**src/rtl/dmem_access_ctrl.sv**
```systemverilog
// MEM-stage data-memory access controller: converts single-cycle load/store
// controls into a req/ack bus transaction, stalling the pipeline until it completes.
module dmem_access_ctrl #(
  parameter int WORD_LEN = 32,
  parameter int ADDR_LEN = 32,
  parameter int TIMEOUT  = 16
) (
  input  logic                clk,
  input  logic                rst,
  input  logic                mem_read,
  input  logic                mem_write,
  input  logic [ADDR_LEN-1:0] addr,
  input  logic [WORD_LEN-1:0] wdata,
  output logic [WORD_LEN-1:0] mem_out,
  output logic                stall,
  output logic                bus_req,
  output logic                bus_we,
  output logic [ADDR_LEN-1:0] bus_addr,
  output logic [WORD_LEN-1:0] bus_wdata,
  input  logic                bus_ack,
  input  logic [WORD_LEN-1:0] bus_rdata,
  output logic                err
);

  typedef enum logic [1:0] {IDLE, WAIT, DONE} state_t;

  state_t     state, state_next;
  logic [7:0] count;
  logic       req;
  logic       timeout_hit;

  assign req         = mem_read | mem_write;
  assign timeout_hit = (state == WAIT) && !bus_ack && (count == 8'(TIMEOUT - 1));

  always_ff @(posedge clk or posedge rst) begin
    if (rst) state <= IDLE;
    else     state <= state_next;
  end

  // stall is masked by rst so the pipeline never freezes while reset is held
  always_comb begin
    state_next = state;
    stall      = 1'b0;
    case (state)
      IDLE: begin
        stall = req & ~rst;
        if (req) state_next = WAIT;
      end
      WAIT: begin
        stall = 1'b1;
        if (bus_ack || timeout_hit) state_next = DONE;
      end
      DONE:    state_next = IDLE;
      default: state_next = IDLE;
    endcase
  end

  always_ff @(posedge clk or posedge rst) begin
    if (rst) begin
      mem_out   <= '0;
      bus_req   <= 1'b0;
      bus_we    <= 1'b0;
      bus_addr  <= '0;
      bus_wdata <= '0;
      count     <= '0;
      err       <= 1'b0;
    end else begin
      case (state)
        IDLE: begin
          if (req) begin
            bus_addr  <= addr & ~ADDR_LEN'(3);
            bus_wdata <= wdata;
            bus_we    <= mem_write;
            bus_req   <= 1'b1;
            count     <= '0;
          end
        end
        WAIT: begin
          // an ack arriving on the last allowed cycle still completes normally
          if (bus_ack) begin
            if (!bus_we) mem_out <= bus_rdata;
            bus_req <= 1'b0;
          end else if (timeout_hit) begin
            if (!bus_we) mem_out <= WORD_LEN'(32'hDEADBEEF);
            err     <= 1'b1;
            bus_req <= 1'b0;
          end else begin
            count <= count + 8'd1;
          end
        end
        default: ;
      endcase
    end
  end

endmodule

```
**config.mk**
```make
export PLATFORM = sky130hd
export DESIGN_NAME = dmem_access_ctrl
export DESIGN_NICKNAME = d
export VERILOG_FILES = /design/src/rtl/dmem_access_ctrl.sv
export SDC_FILE = /design/constraint.sdc
export NUM_CORES = 1
export LEC_CHECK = 0
export BUFFER_PORTS_ARGS = -buffer_cell sky130_fd_sc_hd__buf_2
export CORE_ASPECT_RATIO = 0.5
export CORE_MARGIN = 1
export CORE_UTILIZATION = 47
export DETAILED_ROUTE_END_ITERATION = 12
export HOLD_SLACK_MARGIN = 0.02
export MAX_ROUTING_LAYER = met4
export PLACE_DENSITY_LB_ADDON = 0.08
export SYNTH_ARGS = -nofsm -noshare
export SYNTH_HDL_FRONTEND = slang
export SYNTH_SLANG_ARGS = --single-unit
```
**constraint.sdc**
```tcl
create_clock -name clk -period 3.8 [get_ports clk]
set_input_delay 0.19 -clock clk [delete_from_list [all_inputs] [get_ports clk]]
set_output_delay 0.19 -clock clk [all_outputs]
set_load 0.005 [all_outputs]
```
======== Yosys cells after proc, flatten, opt, wreduce, memory -nomap -nowiden ========
Index checks and enable logic that the tools add are counted.
word-level totals
  flip-flop bits (word level) ............. 107
  input bits .............................. 101
  output and inout bits ................... 100
  word-level logic and storage cells ...... 51
cells by class
  $add $sub $neg .......................... 1
  equality and inequality tests ........... 9
  mux-type cells .......................... 16
  bitwise operators ....................... 4
  reduce and logical (&&, ||, !) cells .... 13
operators by type and width
  operator                                       count
  two-way mux 32 bit                             4
  two-way mux 8 bit                              3
  case mux 8 bit (2 select lines)                1
  != test 2 bit, second input constant           5
  adder 8 x 1 -> 8 bit, second input constant    1
  == test 8 x 4 -> 1 bit, second input constant  1
  AND reduction 4 bit                            2
  AND reduction 3 bit                            2
  two-way mux 2 bit                              2
  case mux 1 bit (2 select lines)                2
  case mux 2 bit (2 select lines)                1
  AND reduction 2 bit                            2
  nonzero test 2 bit                             2
  two-way mux 1 bit                              3
  != test 3 bit, second input constant           1
  == test 2 x 1 -> 1 bit, second input constant  1
  logical AND 1 bit                              2
  zero test 2 bit                                1
  != test 2 x 1 -> 1 bit, second input constant  1
  NOT 1 bit                                      2
  bitwise AND 1 bit                              1
  zero test 1 bit                                1
  logical OR 1 bit                               1
  OR 1 bit                                       1

======== Depth between registers and ports, before layout ========
  word-level depth ........................ 6
  mapped depth ............................ 6
  gate-level depth less buffers ........... 4

======== Worst setup path after synthesis ========
OpenSTA, ideal clock, no wires.
  path type ............................... register to register
  from .................................... register state[1]
  to ...................................... register bus_addr[15]
  library setup time ...................... 0.125 ns
  data arrival time ....................... 1.630 ns
  required time ........................... 3.675 ns
  setup slack ............................. 2.045 ns
  cell stages (with the launch flop) ...... 7
  path buffers ............................ 3
  clock period less this slack ............ 1.755 ns
  cell sequence ........................... dfrtp_1 or2_2 clkbuf_1 nor2_1 buf_2 buf_4 mux2_2
between the ends
  word-level cells in the longest chain between the ends .. 2
RTL lines
  item                           RTL line  RTL
  from (decl)                    27        state_t state, state_next;
  from (signal assigned)         37        else state <= state_next;
  zero test 2 bit                68        case (state)
  AND reduction 2 bit (no line)  --
  to (signal assigned)           71        bus_addr <= addr & ~ADDR_LEN'(3);
  to (decl)                      18        output logic [ADDR_LEN-1:0] bus_addr,
Every way passes these cells.
A chain may end at the register's enable or synchronous reset.

======== Worst setup path in the final report ========
  from .................................... register state[1]
  to ...................................... register bus_wdata[31]
between the ends
  word-level cells in the longest chain between the ends .. 2
RTL lines
  item                           RTL line  RTL
  zero test 2 bit                68
  AND reduction 2 bit (no line)  --
  to (signal assigned)           72        bus_wdata <= wdata;
  to (decl)                      19        output logic [WORD_LEN-1:0] bus_wdata,
Every way passes these cells.

==> reports/results.tsv <==
stage	metric	value	unit
final_layout	seqCellArea	2680	sq um
timing	worst_slack	1.57	ns
timing	fin_crit_sh	58.6	%
setup_path	critPathLaunchType	flip-flop	
timing	setup_viol	0	
yosys	ys_seq_elements	107	
pwr	power.density	800	nW/um^2
global_route	gr-total-overflow	0	
yosys	synth_area	4390	sq um
drt	detail_route.first_pass.iterations	9	
clock_tree	cts_num_sinks	107	
die	initial_core_util	49.3	%
yosys	synth_compound_area_share	11.8	%
clock_tree	h-tree-depth	3	
yosys	synthDominantCellAreaShare	61.1	%
yosys	synth_top_family_by_area	multiplexers	
yosys	synthMuxAreaShare	17.1	%
die	core	8890	sq um
timing	period_needed	2.23	ns
timing	final-hold-violation-count	0	
drt	drc	11	
timing	maxSlewViolCount	0	
yosys	synth.area.top_cells	dfrtp_1, mux2_2, o22ai_1, a21oi_1, inv_1	
setup_path	cp_max_fo	50	
die	dieArea	9740	sq um
clock_tree	clock_path_buffers	2	
drt	drtIter0Drc	137	
placed_design	portBuffers	196	
die	die_x	139	um
timing	grt_setup_unrepaired	false	
clock_tree	cts_buffers	9	
final_layout	area_growth	30.9	%
global_route	grt_max_degree	80	
yosys	synth.distinct_cells	39	
final_layout	fin_util	64.6	%
pwr	p_switching	1.46	mW
global_route	track_usage	22.3	%
pwr	design_power_total	4.59	mW
placed_design	place.gp.congestion	0.738	
final_layout	fill_cells	732	
global_route	first_global_vias	3410	
clock_tree	holdBufCountCts	0	
final_layout	multi_input_area	1470	sq um
pwr	switching_share	31.8	%
die	die_h	70.3	um
yosys	yosysSeqAreaShare	61.1	%
placed_design	pre_cts_slack	1.57	ns
yosys	synth.avg_cell_area	12.7	sq um
clock_tree	cts.clk_slew.worst_paths	0.07	ns
timing	max_freq	0.449	GHz
drt	via_per_inst	5.06	
pwr	p_comb_share	38.1	%
placed_design	dp.cells	641	
yosys	synthCells	345	
drt	finalWirelength	9800	um
die	rows	24	
timing	relSlewSlack	25.7	%
setup_path	critPathKind	flip-flop to flip-flop	
drt	postRouteAntennaNets	0	
drt	vias	3316	
pwr	vdd_drop_max	0.451	mV
placed_design	placed_area	5460	sq um
setup_path	critical_path_arrival	2.45	ns
timing	worst_slew_pin_slew	1.11	ns
clock_tree	cts_root_buffer	clkbuf_16	
job	maxCapViolations	0	
final_layout	stdcell_area	5740	sq um
clock_tree	cts_setup_buffers	0	
pwr	p_int	3.13	mW
timing	whs	0.0708	ns
setup_path	worst_setup_path_end_kind	flip-flop	
final_layout	stdcell_count	655	
final_layout	n_antenna_cell	0	
pwr	p_seq_share	42.3	%
clock_tree	cts_tree	yes	
yosys	yosysWarnings	0	
yosys	synthSimpleGateAreaFrac	3.94	%
status	violations	design-rule violations	
min_path	hp-class	input port to flip-flop	
drt	routedWlPerCell	15.0	um
final_layout	drive_gt1_share	53.5	%
pwr	pwr-share-clk	19.6	%
yosys	synth_xor_area_share	0	%
timing	setup_tns	0	ns
global_route	grt_pass1_wl	16400	um
setup_path	crit_required	4.02	ns
pwr	leakage	2.84	nW
clock_tree	ctsResizeCount	0	
placed_design	detailed_place_hpwl	6930	um
die	io_pins	201	
global_route	antenna_found_initial	0	
timing	finClkSkew	0.00918	ns
final_layout	nNetsFinal	637	
yosys	synth-adder-area-share	0.285	%
clock_tree	clk_latency	0.34	ns
status	status	finished with violations	
yosys	synth_area_leader_cell	dfrtp_1	
## registers in the layout (all words and copies together) (netlist names)
signal	cells
count	8
state	2
bus_wdata	32
err	1
bus_addr	30
bus_req	1
mem_out	32
bus_we	1
## synthesized netlist by cell type
master and number:
a21o_1 2, and4bb_2 1, nor3b_1 2, or3b_1 1, or4_4 1, conb_1 1
o21ba_2 1, nand4bb_1 2, dfrtp_1 107, a211oi_1 3, nor4_1 1, mux2i_1 5
and2_1 1, inv_1 35, nor2b_1 1, nand2_1 3, buf_2 4, o22ai_1 24
and3_1 1, o21bai_1 1, a22o_1 1, a31o_2 1, nor4_2 1, clkbuf_1 11
nand4_1 1, o31ai_1 1, ha_1 1, buf_4 8, a22oi_1 8, or2_2 1
nor2_1 4, a21oi_2 1, or4_1 1, nand3_1 2, o21ai_0 15, mux2_2 62
a21oi_1 27, or3b_2 1, a2bb2oi_1 1
## cells in the final DEF, fill, tap and decap left out, types with 2 or more instances in the layout
cell type and n:
a211oi_1 3, a21o_1 2, a21oi_1 27, a22oi_1 8, buf_2 196, buf_4 4
clkbuf_16 9, clkinv_2 2, conb_1 2, dfrtp_1 107, inv_1 34, mux2_2 62
mux2i_1 5, nand2_1 3, nand3_1 2, nand4bb_1 2, nor2_1 3, o21ai_0 15
o22ai_1 24
## critical path, stage by stage, from the launching register on
cell and delay, ns:
dfrtp_1 0.48, or2_2 0.42, nor2_4 0.47, buf_12 0.33, mux2_2 0.37
## power groups by stage
stage | Combinational [mW] | Clock (mW) | Sequential [mW]
6_report | 1.75 | 0.902 | 1.94
5_1_grt | 1.94 | 0.961 | 2.02
4_1_cts | 1.78 | 0.925 | 1.95
3_5_place_dp | 1.78 | 0 | 1.96
3_3_place_gp | 1.74 | 0 | 1.94
2_1_floorplan | 1.01 | 0 | 1.99
## worst paths after layout
| kind | from | endpoint | slack, ns | depth (start not counted) |
|---|---|---|---|---|
| max | state[1]$_DFFE_PP0P_ | bus_wdata[31]$_DFFE_PP0P_ | 1.57 | 4 |
| min | addr[25] | bus_addr[25]$_DFFE_PP0P_ | 0.07 | 2 |
| max reg2reg | state[1]$_DFFE_PP0P_ | bus_wdata[31]$_DFFE_PP0P_ | 1.57 | 4 |
| min reg2reg | err$_DFFE_PP0P_ | err$_DFFE_PP0P_ | 0.49 | 1 |
| max in group asynchronous | rst | bus_addr[8]$_DFFE_PP0P_ | 2.93 | 3 |
| min in group asynchronous | rst | mem_out[15]$_DFFE_PP0P_ | 0.08 | 2 |
## logic make-up (layout without fill, tap and decap cells)
| group | Yosys count | in the layout |
|---|---|---|
| AO/OA/AOI/OAI | 86 | 86 |
| multiplexers | 67 | 67 |
| AND/OR/NAND/NOR | 25 | 25 |
| other | 1 | 2 |
| adder cells (fa/ha/maj) | 1 | 1 |
| flip-flops | 107 | 107 |
| buffers and inverters | 58 | 250 |
## per-layer routing
layer	share of wire (%)	GRT usage [%]	wire length (um)	vias up
met4	1.3	7.49	125	0
li1	-	-	-	1595
met1	43	26.7	4250	1577
met5	0	-	0	-
met3	8.8	7.27	859	14
met2	47	36.0	4560	130
## final cells by class
type | count | area share (%)
clock buffers | 9 | 3.92
multi-input cells | 181 | 25.6
flip-flops and latches | 107 | 46.6
repair buffers | 201 | 18.0
inverters | 35 | 2.33
clock inverters | 5 | 0.981
well taps | 117 | 2.55
Power figures use the tool's default switching activity.
